[config.mk]
export PLATFORM = sky130hd
export DESIGN_NAME = spi_minion_adapter
export DESIGN_NICKNAME = d
export VERILOG_FILES = /design/src/rtl/spi_minion_adapter.sv
export SDC_FILE = /design/constraint.sdc
export NUM_CORES = 1
export LEC_CHECK = 0
export CORE_ASPECT_RATIO = 1.4
export CORE_MARGIN = 2
export CORE_UTILIZATION = 51
export CTS_CLUSTER_SIZE = 14
export DETAILED_ROUTE_END_ITERATION = 16
export PLACE_DENSITY = 0.93
export RECOVER_POWER = 100
export SYNTH_ARGS = -nofsm -noshare
export SYNTH_HDL_FRONTEND = slang
export SYNTH_SLANG_ARGS = --single-unit
[constraint.sdc]
create_clock -name clk -period 2.37 [get_ports clk]
set_input_delay 0.5925 -clock clk [delete_from_list [all_inputs] [get_ports clk]]
set_output_delay 0.5925 -clock clk [all_outputs]
set_load 0.005 [all_outputs]
[src/rtl/spi_minion_adapter.sv]
// SPI minion push/pull packet interface bridged to a val/rdy send/recv stream pair.
// Optional dropped-write counter (err_count port) is enabled by defining SPI_V3_ADAPTER_ERRCNT_EN.
module spi_minion_adapter #(
  parameter int nbits       = 32,
  parameter int num_entries = 2
) (
  input  logic             clk,
  input  logic             reset,
  input  logic             push_en,
  input  logic [nbits+1:0] push_msg,
  input  logic             pull_en,
  output logic [nbits+1:0] pull_msg,
  output logic             send_val,
  input  logic             send_rdy,
  output logic [nbits-1:0] send_msg,
  input  logic             recv_val,
  output logic             recv_rdy,
  input  logic [nbits-1:0] recv_msg
`ifdef SPI_V3_ADAPTER_ERRCNT_EN
  ,
  output logic [7:0]       err_count
`endif
);

  localparam int CW = $clog2(num_entries + 1);
  localparam int PW = (num_entries > 1) ? $clog2(num_entries) : 1;
  localparam logic [CW-1:0] DEPTH = CW'(num_entries);
  localparam logic [PW-1:0] LAST  = PW'(num_entries - 1);

  function automatic logic [PW-1:0] ptr_inc(input logic [PW-1:0] p);
    logic [PW-1:0] n;
    if (p == LAST) begin
      n = '0;
    end else begin
      n = p + PW'(1);
    end
    return n;
  endfunction

  logic [nbits-1:0] r_wq_mem [num_entries];
  logic [PW-1:0]    r_wq_head;
  logic [PW-1:0]    r_wq_tail;
  logic [CW-1:0]    r_wq_cnt;

  logic [nbits-1:0] r_rq_mem [num_entries];
  logic [PW-1:0]    r_rq_head;
  logic [PW-1:0]    r_rq_tail;
  logic [CW-1:0]    r_rq_cnt;

  logic             r_armed;

  logic             w_val_wrt;
  logic             w_val_rd;
  logic             w_wq_full;
  logic             w_wq_enq;
  logic             w_wq_deq;
  logic             w_rq_enq;
  logic             w_rq_deq;
  logic             w_pull_val;
  logic [nbits-1:0] w_wq_head_data;
  logic [nbits-1:0] w_rq_head_data;

  assign w_val_wrt      = push_msg[nbits+1];
  assign w_val_rd       = push_msg[nbits];
  assign w_wq_full      = (r_wq_cnt == DEPTH);
  assign w_wq_head_data = r_wq_mem[r_wq_head];
  assign w_rq_head_data = r_rq_mem[r_rq_head];

  // Fullness is judged on registered state only: a same-cycle dequeue never makes room.
  assign w_wq_enq = push_en & w_val_wrt & ~w_wq_full;
  assign w_wq_deq = send_val & send_rdy;

  assign send_val = (r_wq_cnt != {CW{1'b0}});
  assign send_msg = send_val ? w_wq_head_data : {nbits{1'b0}};

  assign recv_rdy = (r_rq_cnt != DEPTH);
  assign w_rq_enq = recv_val & recv_rdy;

  assign w_pull_val = r_armed & (r_rq_cnt != {CW{1'b0}});
  assign w_rq_deq   = pull_en & w_pull_val;
  assign pull_msg   = {~w_wq_full, w_pull_val, (w_pull_val ? w_rq_head_data : {nbits{1'b0}})};

  // Write queue: master packets waiting for the downstream block.
  always_ff @(posedge clk) begin
    if (reset) begin
      r_wq_head <= '0;
      r_wq_tail <= '0;
      r_wq_cnt  <= '0;
      for (int i = 0; i < num_entries; i++) begin
        r_wq_mem[i] <= '0;
      end
    end else begin
      if (w_wq_enq) begin
        r_wq_mem[r_wq_tail] <= push_msg[nbits-1:0];
        r_wq_tail           <= ptr_inc(r_wq_tail);
      end
      if (w_wq_deq) begin
        r_wq_head <= ptr_inc(r_wq_head);
      end
      case ({w_wq_enq, w_wq_deq})
        2'b10:   r_wq_cnt <= r_wq_cnt + CW'(1);
        2'b01:   r_wq_cnt <= r_wq_cnt - CW'(1);
        default: r_wq_cnt <= r_wq_cnt;
      endcase
    end
  end

  // Read queue: downstream responses waiting for an armed pull.
  always_ff @(posedge clk) begin
    if (reset) begin
      r_rq_head <= '0;
      r_rq_tail <= '0;
      r_rq_cnt  <= '0;
      for (int i = 0; i < num_entries; i++) begin
        r_rq_mem[i] <= '0;
      end
    end else begin
      if (w_rq_enq) begin
        r_rq_mem[r_rq_tail] <= recv_msg;
        r_rq_tail           <= ptr_inc(r_rq_tail);
      end
      if (w_rq_deq) begin
        r_rq_head <= ptr_inc(r_rq_head);
      end
      case ({w_rq_enq, w_rq_deq})
        2'b10:   r_rq_cnt <= r_rq_cnt + CW'(1);
        2'b01:   r_rq_cnt <= r_rq_cnt - CW'(1);
        default: r_rq_cnt <= r_rq_cnt;
      endcase
    end
  end

  // A new read request outranks the pull that consumes the previous one.
  always_ff @(posedge clk) begin
    if (reset) begin
      r_armed <= 1'b0;
    end else if (push_en & w_val_rd) begin
      r_armed <= 1'b1;
    end else if (w_rq_deq) begin
      r_armed <= 1'b0;
    end else begin
      r_armed <= r_armed;
    end
  end

`ifdef SPI_V3_ADAPTER_ERRCNT_EN
  logic       w_wq_drop;
  logic [7:0] r_err_cnt;

  assign w_wq_drop = push_en & w_val_wrt & w_wq_full;
  assign err_count = r_err_cnt;

  // Saturating count of writes lost to a full write queue.
  always_ff @(posedge clk) begin
    if (reset) begin
      r_err_cnt <= 8'd0;
    end else if (w_wq_drop && (r_err_cnt != 8'hFF)) begin
      r_err_cnt <= r_err_cnt + 8'd1;
    end else begin
      r_err_cnt <= r_err_cnt;
    end
  end
`endif

endmodule

---- Word-level counts from Yosys, hierarchy flattened ----
Memories as Yosys holds them, arrays and structs flattened. A register that Yosys moved wholly into a read port is not among the register bits.
Index checks and enable logic that the tools add are counted.
Widths: inputs -> output; s select.
storage, ports and cells
  memory bits (writable) .................. 128
  output and inout bits ................... 68
  memories ................................ 2
  input bits .............................. 72
  flip-flop bits (word level) ............. 9
operators by class
  mux-type cells .......................... 28
  equal/unequal tests ..................... 6
  reduce and logical (&&, ||, !) cells .... 7
  add/sub/neg operators ................... 8
  bitwise gates (word level) .............. 8
memories
  memory    depth  width  rd ports  clocked after Yosys merged registers in  write ports  line  text
  r_rq_mem  2      32     1         1                                        2            45    logic [nbits-1:0] r_rq_mem [num_entries];
  r_wq_mem  2      32     1         1                                        2            40    logic [nbits-1:0] r_wq_mem [num_entries];
operator list
  operator             number
  $mux 32              4
  $reduce_or 32->1     2
  $mux 1               22
  $reduce_bool 2->1    5
  $pmux 2 s2           2
  $and 1x1->1          7
  $eq 2x2->1 const B   3
  $add 1x1->1 const B  4
  $add 2x1->2 const B  2
  $eq 2x1->1 const B   2
  $sub 2x1->2 const B  2
  $ne 2x2->1 const B   1
  $not 1->1            1

---- Depth between registers and ports, before layout ----
Gate-level depths: netlist of the first run.
  word-level depth ........................ 8
  gate-level depth with buffers ........... 7

---- Least setup slack after synthesis of the first run ----
OpenSTA, ideal clock, no wires.
  path kind ............................... input to register
  from .................................... input push_en
  to ...................................... memory r_wq_mem[0][0], enable pin
  stages on the path ...................... 3
  arrival ................................. 1.835 ns
  setup slack ............................. 0.141 ns
  required time ........................... 1.976 ns
  path buffers ............................ 0
  path through ............................ nand2_1 -> or3_1 -> nand2b_1
RTL lines
  item         line  text
  from (decl)  9     input logic push_en,
  to (decl)    40

==> results.py, run 1 <==
metrics = {
    "sta": {
        "hold_ws_ns": 0.501,
        "fin_crit_ns": 2.44,
        "slew_headroom_pct": 43.8,
        "finalHoldViolations": 0,
        "clock.fmax_mhz": 410,
        "tightest_slew_ns": 0.842,
        "period_share_pct": 103,
        "setup_viol": 1,
        "setup_slack_ns": -0.0694,
        "fin_setup_tns_ns": -0.0694,
        "skew_ns": 0.00954,
        "slew_violations": 0,
        "grt_setup_unrepaired": "yes",
    },
    "worst_setup_path": {
        "startpoint_type": "flop",
        "crit_chain": "clkbuf_16, mux2i_1, nor2_1, clkdlybuf4s50_1",
        "arrival_ns": 1.85,
        "critPathCaptureType": "primary output",
        "crit_fanout": 8,
        "timing.rr.start": "r_rq_cnt[0]",
        "critPathKind": "flop to primary output",
        "max_stage_delay_ns": 0.45,
        "cp-endpoint": "send_msg[11]",
        "crit_slowest_cell": "clkdlybuf4s50_1",
        "r2r_end": "r_rq_mem[0][10]",
        "r2r_slack_ns": 0.52,
        "ff2ff_path_depth": 4,
        "worstPathRequired_ns": 1.78,
    },
    "finish": {
        "final_core_util_pct": 74.2,
        "fill_cells": 733,
        "drive_above_1_share_pct": 14.4,
        "multi_input_area_sq_um": 2100,
        "regArea_sq_um": 4090,
        "area_growth_syn_to_layout_pct": 41.5,
        "fin_nets": 705,
    },
    "power": {
        "ir_drop_uv": 575,
        "power_frac_clock_pct": 37.8,
        "internal_power_w": 0.00559,
        "seq_power_share_pct": 40.6,
        "powerDensity_nw_per_um2": 855,
        "p_switching_w": 0.00195,
        "comb_power_share_pct": 21.5,
        "p_total_w": 0.00754,
        "leakagePower_nw": 3.60,
        "switching_share_pct": 25.8,
    },
    "grt": {
        "overflow": 0,
        "grt_pass1_vias": 4397,
        "antenna_found_initial": 0,
        "grt_max_degree": 34,
        "grt_pass1_wl_um": 21500,
        "grt_usage_pct": 21.2,
    },
    "clock_network": {
        "clock_latency_ns": 0.42,
        "cts_buffer_depth": 2,
        "numCtsBuffers": 17,
        "cts_max_level": 4,
        "path_clk_slew_ns": 0.06,
        "hold_buffers": 0,
        "cts_sinks": 139,
        "cts_tree": "built",
        "cts_root_buffer": "clkbuf_16",
    },
    "synthesis": {
        "syn-cell-area_sq_um": 6230,
        "synth_warnings": 0,
        "synth_seq_cells": 139,
        "syn_nets": 548,
        "postSynthAreaPerCell_sq_um": 13.1,
        "seq_area_frac_synth_pct": 65.3,
        "synth.distinct_cells": 31,
        "syn_inst": 474,
    },
    "placement": {
        "dp_hpwl_um": 8640,
        "gp_congestion": 0.765,
        "place_ws_ns": 0.0901,
        "port_buffers": 139,
    },
    "floorplanning": {
        "core_sq_um": 11900,
        "die_area_sq_um": 13100,
        "start_util_pct": 52.4,
        "chipHeight_um": 135,
        "die_w_um": 97.4,
        "num_rows": 47,
        "num_io_pins": 140,
    },
    "routing": {
        "final_antenna_net_count": 0,
        "routed_wl_um": 14700,
        "drc": 0,
        "routedWlPerCell_um": 18.6,
        "vias": 4203,
        "via_per_inst": 5.31,
        "drt-pass1-iter-count": 5,
        "first_iter_violations": 264,
    },
    "min_path": {
        "hp-class": "flop to flop",
    },
    "run": {
        "drv_cap": 0,
    },
    "run_status": {
        "violations": "negative setup slack",
        "status": "complete, but fails checks",
    },
}
## area by class of cell
class / count / share of cell area [%]
clock inverter: 15 / 2.40
timing repair buffer: 167 / 20.3
clock buffer: 17 / 4.83
inverter: 5 / 0.213
sequential: 139 / 46.4
antenna: 1 / 0.0284
tap: 147 / 2.09
multi-input combinational: 301 / 23.8
## cell usage after synthesis
| master | instances | area share, % |
|---|---|---|
| and4bb_2 | 1 | 0.20 |
| dfxtp_1 | 11 | 3.5 |
| and4b_1 | 1 | 0.16 |
| buf_2 | 7 | 0.56 |
| nand3b_1 | 1 | 0.12 |
| or3_1 | 3 | 0.30 |
| and2_1 | 128 | 13 |
| clkbuf_1 | 9 | 0.54 |
| nor4b_4 | 1 | 0.38 |
| o211ai_1 | 1 | 0.12 |
| ha_1 | 2 | 0.40 |
| a21bo_2 | 1 | 0.16 |
| clkbuf_2 | 12 | 0.96 |
| inv_1 | 5 | 0.30 |
| mux2i_1 | 64 | 10 |
| xor2_1 | 4 | 0.56 |
| nor4_4 | 1 | 0.34 |
| or2_2 | 2 | 0.20 |
| nand2b_1 | 2 | 0.20 |
| buf_4 | 1 | 0.12 |
| nand2b_2 | 1 | 0.14 |
| o21ai_0 | 4 | 0.32 |
| nor2_1 | 72 | 4.3 |
| a21oi_1 | 4 | 0.32 |
| xnor2_1 | 2 | 0.28 |
| a22oi_1 | 1 | 0.12 |
| edfxtp_1 | 128 | 62 |
| o21ai_1 | 1 | 0.080 |
| nor2b_2 | 1 | 0.14 |
| nand2_1 | 2 | 0.12 |
| nand3_1 | 1 | 0.080 |
## worst min-delay path by stage
stage               slack, ns     endpoint         from  cells past startpoint
floorplan                0.47         flop    r_wq_head                      2
global placement         0.49    r_rq_head    r_rq_head                      2
detailed placement       0.50         flop    r_rq_head                      2
CTS                      0.52         flop    r_rq_head                      2
global route             0.52  r_wq_cnt[1]  r_wq_cnt[1]                      2
finish                   0.50  r_wq_cnt[1]  r_wq_cnt[1]                      2
## sequential cells by signal (all words and copies together) (netlist names), 2 cells and up, named ones only
register  count
r_rq_cnt      2
r_rq_mem     64
r_wq_cnt      2
r_wq_mem     64
## cell families after synthesis
family | after synthesis | synth area share (%)
adder cells (fa/ha/maj) | 2 | 0.402
flip-flops | 139 | 65.3
AO/OA/AOI/OAI | 12 | 1.13
XOR/XNOR | 6 | 0.844
buffers and inverters | 34 | 2.49
AND/OR/NAND/NOR | 217 | 19.6
multiplexers | 64 | 10.3
## power by group through the flow
stage / clock network, W / registers, W / logic, W
final: 0.00285 / 0.00306 / 0.00162
after global placement: 0 / 0.00304 / 0.00144
after detailed placement: 0 / 0.00306 / 0.00149
after CTS: 0.00288 / 0.00302 / 0.00151
after floorplan: 0 / 0.00303 / 0.000770
after global routing: 0.00300 / 0.00308 / 0.00175
## through the flow
step | area [sq um] | instances
global route | 8810 | 791
finish | 8810 | 792
floorplan | 6230 | 474
CTS | 8590 | 779
detailed placement | 7900 | 746
global placement | 7900 | 746
## per-layer routing
layer	vias up	track usage, %	wire (um)
met5	-	0	0
met4	0	7.18	227
met3	18	6.52	911
met2	167	38.8	8260
met1	2066	23.4	5350
li1	1952	-	-
## placed cells by master, fill, tap and decap left out, drive strengths merged
| cell type | count |
|---|---|
| clkdlybuf4s50 | 103 |
| or2 | 2 |
| clkbuf | 30 |
| nor4 | 1 |
| dlygate4sd2 | 6 |
| a21oi | 4 |
| ha | 2 |
| mux2i | 64 |
| and4b | 1 |
| nand3 | 1 |
| clkinvlp | 2 |
| edfxtp | 128 |
| dlymetal6s2s | 25 |
| dlygate4sd3 | 5 |
| nor2 | 72 |
| xor2 | 4 |
| nor2b | 1 |
| nand3b | 1 |
| diode | 1 |
| buf | 15 |
| nand2b | 3 |
| a22oi | 1 |
| o21ai | 5 |
| or3 | 3 |
| and2 | 128 |
| nand2 | 2 |
| o211ai | 1 |
| and4bb | 1 |
| nor4b | 1 |
| dfxtp | 11 |
| clkinv | 3 |
| inv | 11 |
| xnor2 | 2 |
| a21bo | 1 |
| bufinv | 4 |
## timing repair
item,4_1_cts,5_1_grt
setup endpoints to repair,59,51
gates resized for setup,20,49
pin swaps,0,1
setup buffers,0,7
gates cloned,1,5
## worst max-delay path, delay by kind of cell, from the launching register on
family | cells | cell delay [ns]
buf+inv | 2 | 0.63
flops | 1 | 0.41
simple gates | 1 | 0.09
mux | 1 | 0.30
No activity file was read; power rests on OpenSTA's default activity.
==> inputs of run 2 (changes only) <==
--- a/config.mk
+++ b/config.mk
@@ -10,6 +10,7 @@
 export CORE_UTILIZATION = 51
 export CTS_CLUSTER_SIZE = 14
 export DETAILED_ROUTE_END_ITERATION = 16
+export GPL_TIMING_DRIVEN = 0
 export PLACE_DENSITY = 0.93
 export RECOVER_POWER = 100
 export SYNTH_ARGS = -nofsm -noshare
==> results.py, run 2 (synthesis results as in run 1) <==
metrics = {
    "floorplanning": {
        "num_rows": 47,
        "num_io_pins": 140,
        "core_sq_um": 11900,
        "start_util_pct": 52.4,
        "die_area_sq_um": 13100,
        "die_w_um": 97.4,
        "chipHeight_um": 135,
    },
    "sta": {
        "clock.fmax_mhz": 423,
        "skew_ns": 0.00698,
        "setup_viol": 0,
        "tightest_slew_ns": 0.828,
        "finalHoldViolations": 0,
        "fin_crit_ns": 2.36,
        "setup_slack_ns": 0.00722,
        "slew_headroom_pct": 44.3,
        "period_share_pct": 99.7,
        "grt_setup_unrepaired": "yes",
        "slew_violations": 0,
    },
    "worst_setup_path": {
        "ff2ff_path_depth": 3,
        "r2r_slack_ns": 0.37,
        "r2r_end": "r_rq_mem[1][6]",
        "critPathKind": "flop to primary output",
        "max_stage_delay_ns": 0.43,
        "startpoint_type": "flop",
        "critPathCaptureType": "primary output",
        "arrival_ns": 1.77,
        "crit_fanout": 10,
        "worstPathRequired_ns": 1.78,
        "crit_chain": "o21ai_4, buf_8, inv_1, buf_4, clkdlybuf4s50_1",
        "cp-startpoint": "r_rq_cnt[1]",
        "crit_slowest_cell": "clkdlybuf4s50_1",
        "timing.rr.start": "r_rq_cnt[0]",
        "cp-endpoint": "pull_msg[32]",
    },
    "clock_network": {
        "cts_tree": "built",
        "numCtsBuffers": 17,
        "cts_buffer_depth": 2,
        "hold_buffers": 0,
        "clock_latency_ns": 0.41,
        "cts_sinks": 139,
        "cts_root_buffer": "clkbuf_16",
        "cts_max_level": 4,
        "path_clk_slew_ns": 0.06,
    },
    "run_status": {
        "status": "finished clean",
    },
    "grt": {
        "grt_max_degree": 33,
        "grt-busiest-layer": "met2",
        "antenna_found_initial": 0,
        "met2_usage_pct": 39.1,
        "grt_usage_pct": 21.0,
        "grt_util_met1_pct": 23.6,
        "grt_pass1_vias": 4318,
        "overflow": 0,
        "grt_use_met3_pct": 5.69,
        "grt_pass1_wl_um": 21600,
    },
    "routing": {
        "drc": 0,
        "vias": 4093,
        "final_antenna_net_count": 0,
        "first_iter_violations": 165,
        "routed_wl_um": 13600,
        "via_per_inst": 5.15,
        "routedWlPerCell_um": 17.1,
        "drt-pass1-iter-count": 4,
    },
    "power": {
        "powerDensity_nw_per_um2": 861,
        "ir_drop_uv": 555,
        "leakagePower_nw": 3.20,
        "p_switching_w": 0.00188,
        "switching_share_pct": 25.0,
        "comb_power_share_pct": 22.0,
        "seq_power_share_pct": 40.9,
        "internal_power_w": 0.00562,
        "power_frac_clock_pct": 37.1,
    },
    "finish": {
        "final_cell_mix": "128 x edfxtp_1, 127 x clkdlybuf4s50_1, 75 x and2_0",
        "largestRegisters": "r_rq_mem: 64 flops, r_wq_mem: 64 flops",
        "design_area_sq_um": 8700,
        "fin_nets": 708,
        "fill_cells": 771,
        "final_common_cell": "edfxtp_1",
        "area_growth_syn_to_layout_pct": 39.8,
        "antenna_cells": 0,
        "drive_above_1_share_pct": 12.7,
    },
    "min_path": {
        "hp-class": "flop to flop",
        "min_from": "r_wq_head",
    },
    "placement": {
        "place_ws_ns": -0.439,
        "place_area_sq_um": 7800,
        "gp_congestion": 0.803,
        "dp_hpwl_um": 9250,
        "port_buffers": 138,
    },
    "run": {
        "drv_cap": 0,
    },
}
[run 2: layout make-up]
cell class | instances | area [sq um] | share of cell area, %
sequential | 139 | 4080 | 46.9
multi-input combinational | 301 | 2110 | 24.2
timing repair buffer | 143 | 1440 | 16.5
clock buffer | 18 | 429 | 4.93
buffer | 27 | 253 | 2.90
clock inverter | 14 | 195 | 2.24
tap | 147 | 184 | 2.11
inverter | 5 | 18.8 | 0.216
[run 2: routing by layer]
metal  vias to the layer above  wire (um)
met1                      1977       5230
met2                       142       7450
met5                         -          0
met4                         0        180
met3                        18        738
li1                       1956          -
[run 2: how the worst min path moves through the flow]
stage / slack [ns] / endpoint / cells past startpoint
2_1_floorplan: 0.47 / flop / 2
3_5_place_dp: 0.49 / r_rq_head / 2
4_1_cts: 0.51 / r_rq_head / 2
6_report: 0.50 / r_wq_head / 2
3_3_place_gp: 0.48 / r_rq_head / 2
5_1_grt: 0.54 / r_wq_head / 2
[run 2: power groups by stage]
| stage | registers [W] | logic (W) | clock network [W] |
|---|---|---|---|
| finish | 0.00307 | 0.00165 | 0.00278 |
| global placement | 0.00304 | 0.00141 | 0 |
| detailed placement | 0.00306 | 0.00147 | 0 |
| floorplan | 0.00303 | 0.000770 | 0 |
| global route | 0.00309 | 0.00179 | 0.00291 |
| CTS | 0.00305 | 0.00154 | 0.00280 |
[run 2: timing repair]
| action | 4_1_cts | 5_1_grt |
|---|---|---|
| setup endpoints to repair | 94 | 56 |
| pin swaps | 1 | 1 |
| gates resized for setup | 51 | 39 |
| buffers inserted | 1 | 4 |
[run 2: critical path, delay by kind of cell (launching register included)]
| family | cells | cell delay [ns] |
|---|---|---|
| AOI/OAI and AO/OA | 1 | 0.25 |
| buffers and inverters | 4 | 0.76 |
| DFF | 1 | 0.35 |
[run 2: per-stage QoR]
step | setup TNS, ns | total power [W] | cells | utilization, % | hold slack, ns
global route | -0.735 | 0.00778 | 794 | 73.3 | 0.537
global placement | -51.85 | 0.00445 | 759 | 65.6 | 0.484
CTS | -0.0656 | 0.00739 | 790 | 72.1 | 0.508
finish | 0 | 0.00749 | 794 | 73.3 | 0.504
detailed placement | -30.98 | 0.00452 | 759 | 65.6 | 0.489
floorplan | 0 | 0.00380 | 474 | - | 0.472
==> inputs of run 3 (changes only) <==
--- a/config.mk
+++ b/config.mk
@@ -5,6 +5,8 @@
 export SDC_FILE = /design/constraint.sdc
 export NUM_CORES = 1
 export LEC_CHECK = 0
+export ABC_CLOCK_PERIOD_IN_PS = 2370
+export CAP_MARGIN = 20
 export CORE_ASPECT_RATIO = 1.4
 export CORE_MARGIN = 2
 export CORE_UTILIZATION = 51
==> results of run 3 <==
Same layout as run 2: the final DEF is identical, and so are final timing and power.
==> patch 1, RTL diff (settings of run 3) <==
Set the parameter `num_entries` to 4 (it was 2).
--- a/src/rtl/spi_minion_adapter.sv
+++ b/src/rtl/spi_minion_adapter.sv
@@ -2,7 +2,7 @@
 // Optional dropped-write counter (err_count port) is enabled by defining SPI_V3_ADAPTER_ERRCNT_EN.
 module spi_minion_adapter #(
   parameter int nbits       = 32,
-  parameter int num_entries = 2
+  parameter int num_entries = 4
 ) (
   input  logic             clk,
   input  logic             reset,
Behaviour: not the same (a bounded check fails within 4 cycles, from zero or initial values and one cycle with reset high).
==> patch 1 against run 3 <==
  * The flow now finishes with violations (negative setup slack)
  * Synthesized cell count is 70% higher
  * Sequential power rose by 89%
  * Sequential cell count rose by 136
  * Core utilization decreased by 7.6 points
  * Setup slack worse by 0.30 ns
  * Cell area rose by 80%
  * Combinational power increased by 72%
  * Total power up 68%
  * Wire length is 130% higher
  * Synthesized area rose by 99%
  * Critical path type unchanged
  * Critical endpoint is now send_msg[2]
  * Largest power group unchanged
  * Highest routed layer unchanged
==> patch 1: results (changes against run 3) <==
[status]
outcome = finished with violations
violations = negative setup slack

[routing]
wl_met3_um = 2120  ; +190%
drt_iter0_markers = 742  ; +350%
met1_length_um = 10600  ; +100%
wl_um = 31200  ; +130%
dr.pass1.iters = 5  ; +1
wl_met2_um = 17100  ; +130%

[power_and_ir_drop]
peakVddDrop_uv = 674  ; +21%
leakage_nw = 6.22  ; +94%
pg_seq_w = 0.00581  ; +89%

[yosys]
ys_types = 38  ; +23%
synth.yosys.seq_area_share_pct = 65.1  ; -0.16 points
synth_seq_cells = 275  ; +98%
netlist_area_um2 = 12400  ; +99%
muxShareOfSynthArea_pct = 11.9  ; +1.6 points

[final_layout]
fin_nets = 1100  ; +55%
n_all_inverters = 14  ; +9
ff_latch_area_um2 = 8090  ; +98%
stdcell_count = 1347  ; +70%
nClkBuffers = 40  ; +22
utilization_pct = 65.7  ; -7.6 points

[worst_setup_path]
slowest_delay_ns = 0.52  ; +0.09 ns
cp.arrival_ns = 2.07  ; +0.30 ns
crit_fanout = 5  ; -5
slowest_stage = mux4_2

[timing]
fin_skew_ns = 0.0180  ; +0.0110 ns
setup_viol = 238  ; +238
setup_slack_ns = -0.294  ; -0.301 ns
setup_tns_ns = -28.23  ; -28.23 ns
relSlewSlack_pct = 41.4  ; -2.9 points

[grt]
use_met2_pct = 44.4  ; +5.3 points
grt_pass1_wl_um = 47300  ; +120%
met3_usage_pct = 3.90  ; -1.8 points

[placed_design]
dp_hpwl_um = 19100  ; +110%
place_congestion = 0.792  ; -1.4%

[clocking]
cts_buffer_depth = 3  ; +1
numCtsBuffers = 25  ; +8
clk_latency_ns = 0.53  ; +0.12 ns

-- patch 1: changes by cell type after synthesis, moves of 12 or more --
| cell | change |
|---|---|
| mux4_2 | +64 |
| nor2b_1 | +59 |
| nor2_1 | -58 |
| and3_1 | +96 |
| and2_1 | +32 |
| mux2i_1 | -61 |
| clkbuf_1 | +35 |
| edfxtp_1 | +128 |
| clkbuf_2 | -12 |
-- patch 1: repair_timing --
action | 4_1_cts | 5_1_grt
cloned | 7 | 2
resized for setup | 395 | 72
pin swaps | 4 | 3
endpoints found under the setup margin | 229 | 240
endpoints found under the hold margin | 0 | 0
setup buffers | 35 | 9
-- patch 1: final timing paths --
| path | depth (start not counted) | slack, ns | end | start |
|---|---|---|---|---|
| worst min-delay path | 2 | 0.49 | flip-flop | r_wq_head[0] |
| worst max register to register | 9 | -0.11 | r_rq_cnt[2] | r_rq_cnt[0] |
| worst max-delay path | 6 | -0.29 | send_msg[2] | flip-flop |
| worst min register to register | 2 | 0.49 | flip-flop | r_wq_head[0] |
==> patch 2, RTL diff (config.mk and constraints of run 3) <==
Without the edit above. Build with the macro `SPI_V3_ADAPTER_ERRCNT_EN` defined.
--- a/src/rtl/spi_minion_adapter.sv
+++ b/src/rtl/spi_minion_adapter.sv
@@ -1,5 +1,7 @@
 // SPI minion push/pull packet interface bridged to a val/rdy send/recv stream pair.
 // Optional dropped-write counter (err_count port) is enabled by defining SPI_V3_ADAPTER_ERRCNT_EN.
+`define SPI_V3_ADAPTER_ERRCNT_EN
+
 module spi_minion_adapter #(
   parameter int nbits       = 32,
   parameter int num_entries = 2
Formal check against the unedited RTL (old outputs only; new: err_count): equivalent (equiv_simple and equiv_induct, registers matched by name and starting in step).
==> patch 2 against run 3 <==
  * The flow now finishes with violations (negative setup slack)
  * Core utilization down 1.7 points
  * Final cell count up 7.7%
  * Combinational power down 2%
  * Total power up 3.2%
  * Setup slack worse by 0.046 ns
  * First-iteration DRC count up 15%
  * Synthesized area up 7.1%
  * Clock power up 5%
  * Via count up 9.5%
  * Critical path type unchanged
  * Wire length up 9.6%
  * Cell area up 5.4%
  * Sequential cell count up 8
==> patch 2: results (changes against run 3) <==
[routing]
dr.pass1.iters = 4  ; unchanged
drt_iter0_markers = 189  ; +15%
wl_met2_um = 8230  ; +10%
wl_per_cell_um = 17.4  ; +1.8%
vias_per_cell = 5.24  ; +1.6%
wl_met3_um = 831  ; +13%
met1_length_um = 5580  ; +6.7%
wl_um = 14900  ; +9.6%

[grt]
grt_pass1_vias = 4724  ; +9.4%
met1_usage_pct = 23.6  ; -0.037 points
met3_usage_pct = 5.73  ; +0.032 points
use_met2_pct = 39.1  ; about the same
antenna_found_initial = 1  ; +1

[placed_design]
placed_area_um2 = 8340  ; +6.9%
place_congestion = 0.833  ; +3.6%
dp.cells = 823  ; +8.4%
dp_slack_ns = -0.536  ; -0.0973 ns
io_buffers = 147  ; +6.5%
dp_hpwl_um = 10200  ; +10%

[worst_setup_path]
cp.arrival_ns = 1.82  ; +0.05 ns
slowest_delay_ns = 0.45  ; +0.02 ns

[final_layout]
syn_to_final_growth_pct = 37.6
fin_nets = 764  ; +7.9%
drive_above_1_share_pct = 10.5  ; -2.1 points

[yosys]
synth_compound_area_share_pct = 2.31  ; +1.2 points
synth-xor-area-share_pct = 0.788  ; -0.056 points
muxShareOfSynthArea_pct = 10.1  ; -0.19 points
synth_area_leaders = edfxtp_1, and2_1, mux2i_1
synthAdderAreaFrac_pct = 0.563  ; +0.16 points
ys_types = 43  ; +39%
synth.yosys.seq_area_share_pct = 63.3  ; -1.9 points

[timing]
setup_viol = 18  ; +18
tightest_slew_ns = 0.498  ; -0.330 ns
setup_slack_ns = -0.0389  ; -0.0461 ns

[power_and_ir_drop]
peakVddDrop_uv = 521  ; -6.1%
leakage_nw = 3.41  ; +6.5%
internal_power_w = 0.00582  ; +3.6%

[status]
outcome = finished with violations
violations = negative setup slack

## patch 2: cell types whose count changed after synthesis, sizes merged, moves of 3 or more
cell / change
a211oi: +6
dfxtp: +8
nand2b: +3
nor4: +3
nand3: +3
## patch 2: cells by family (layout without fill, tap and decap cells)
family	Yosys count	after routing
AO/OA/AOI/OAI	24	24
multiplexers	67	67
AND/OR/NAND/NOR	239	239
XOR/XNOR	6	6
flip-flops	147	147
adder cells (fa/ha/maj)	3	3
buffers and inverters	37	216
## patch 2: area by class of cell
type,count,area share [%]
Tap cell,153,2.09
Clock inverter,12,2.22
Clock buffer,20,4.76
Inverter,6,0.245
Buffer,29,2.56
Multi-Input combinational cell,339,25.5
Sequential cell,147,46.2
Timing Repair Buffer,149,16.4
## patch 2: worst reg2reg max path, stage by stage, from the launching register on
cell and delay, ns:
dfxtp_2 0.36, nor2b_4 0.16, nor4b_4 0.42, or2_4 0.52
## patch 2: repair_timing
item                                    4_1_cts  5_1_grt
buffers inserted                              0        2
gates resized for setup                      50       40
endpoints found under the setup margin      195       61
pin swaps                                     0        3
## patch 2: worst paths after layout
check,slack [ns],end,startpoint,cells past startpoint
max,-0.04,pull_msg[2],r_rq_cnt[0],4
min,0.50,r_rq_head,r_rq_head,2
max reg2reg,0.52,r_wq_mem[1][14],r_wq_cnt[1],3
min reg2reg,0.50,r_rq_head,r_rq_head,2
## patch 2: power groups by stage
stage / clock network [W] / logic [W] / registers [W]
after floorplan: 0 / 0.000786 / 0.00317
after global placement: 0 / 0.00145 / 0.00319
after detailed placement: 0 / 0.00149 / 0.00320
after CTS: 0.00295 / 0.00157 / 0.00319
after global routing: 0.00307 / 0.00174 / 0.00322
final: 0.00292 / 0.00161 / 0.00320
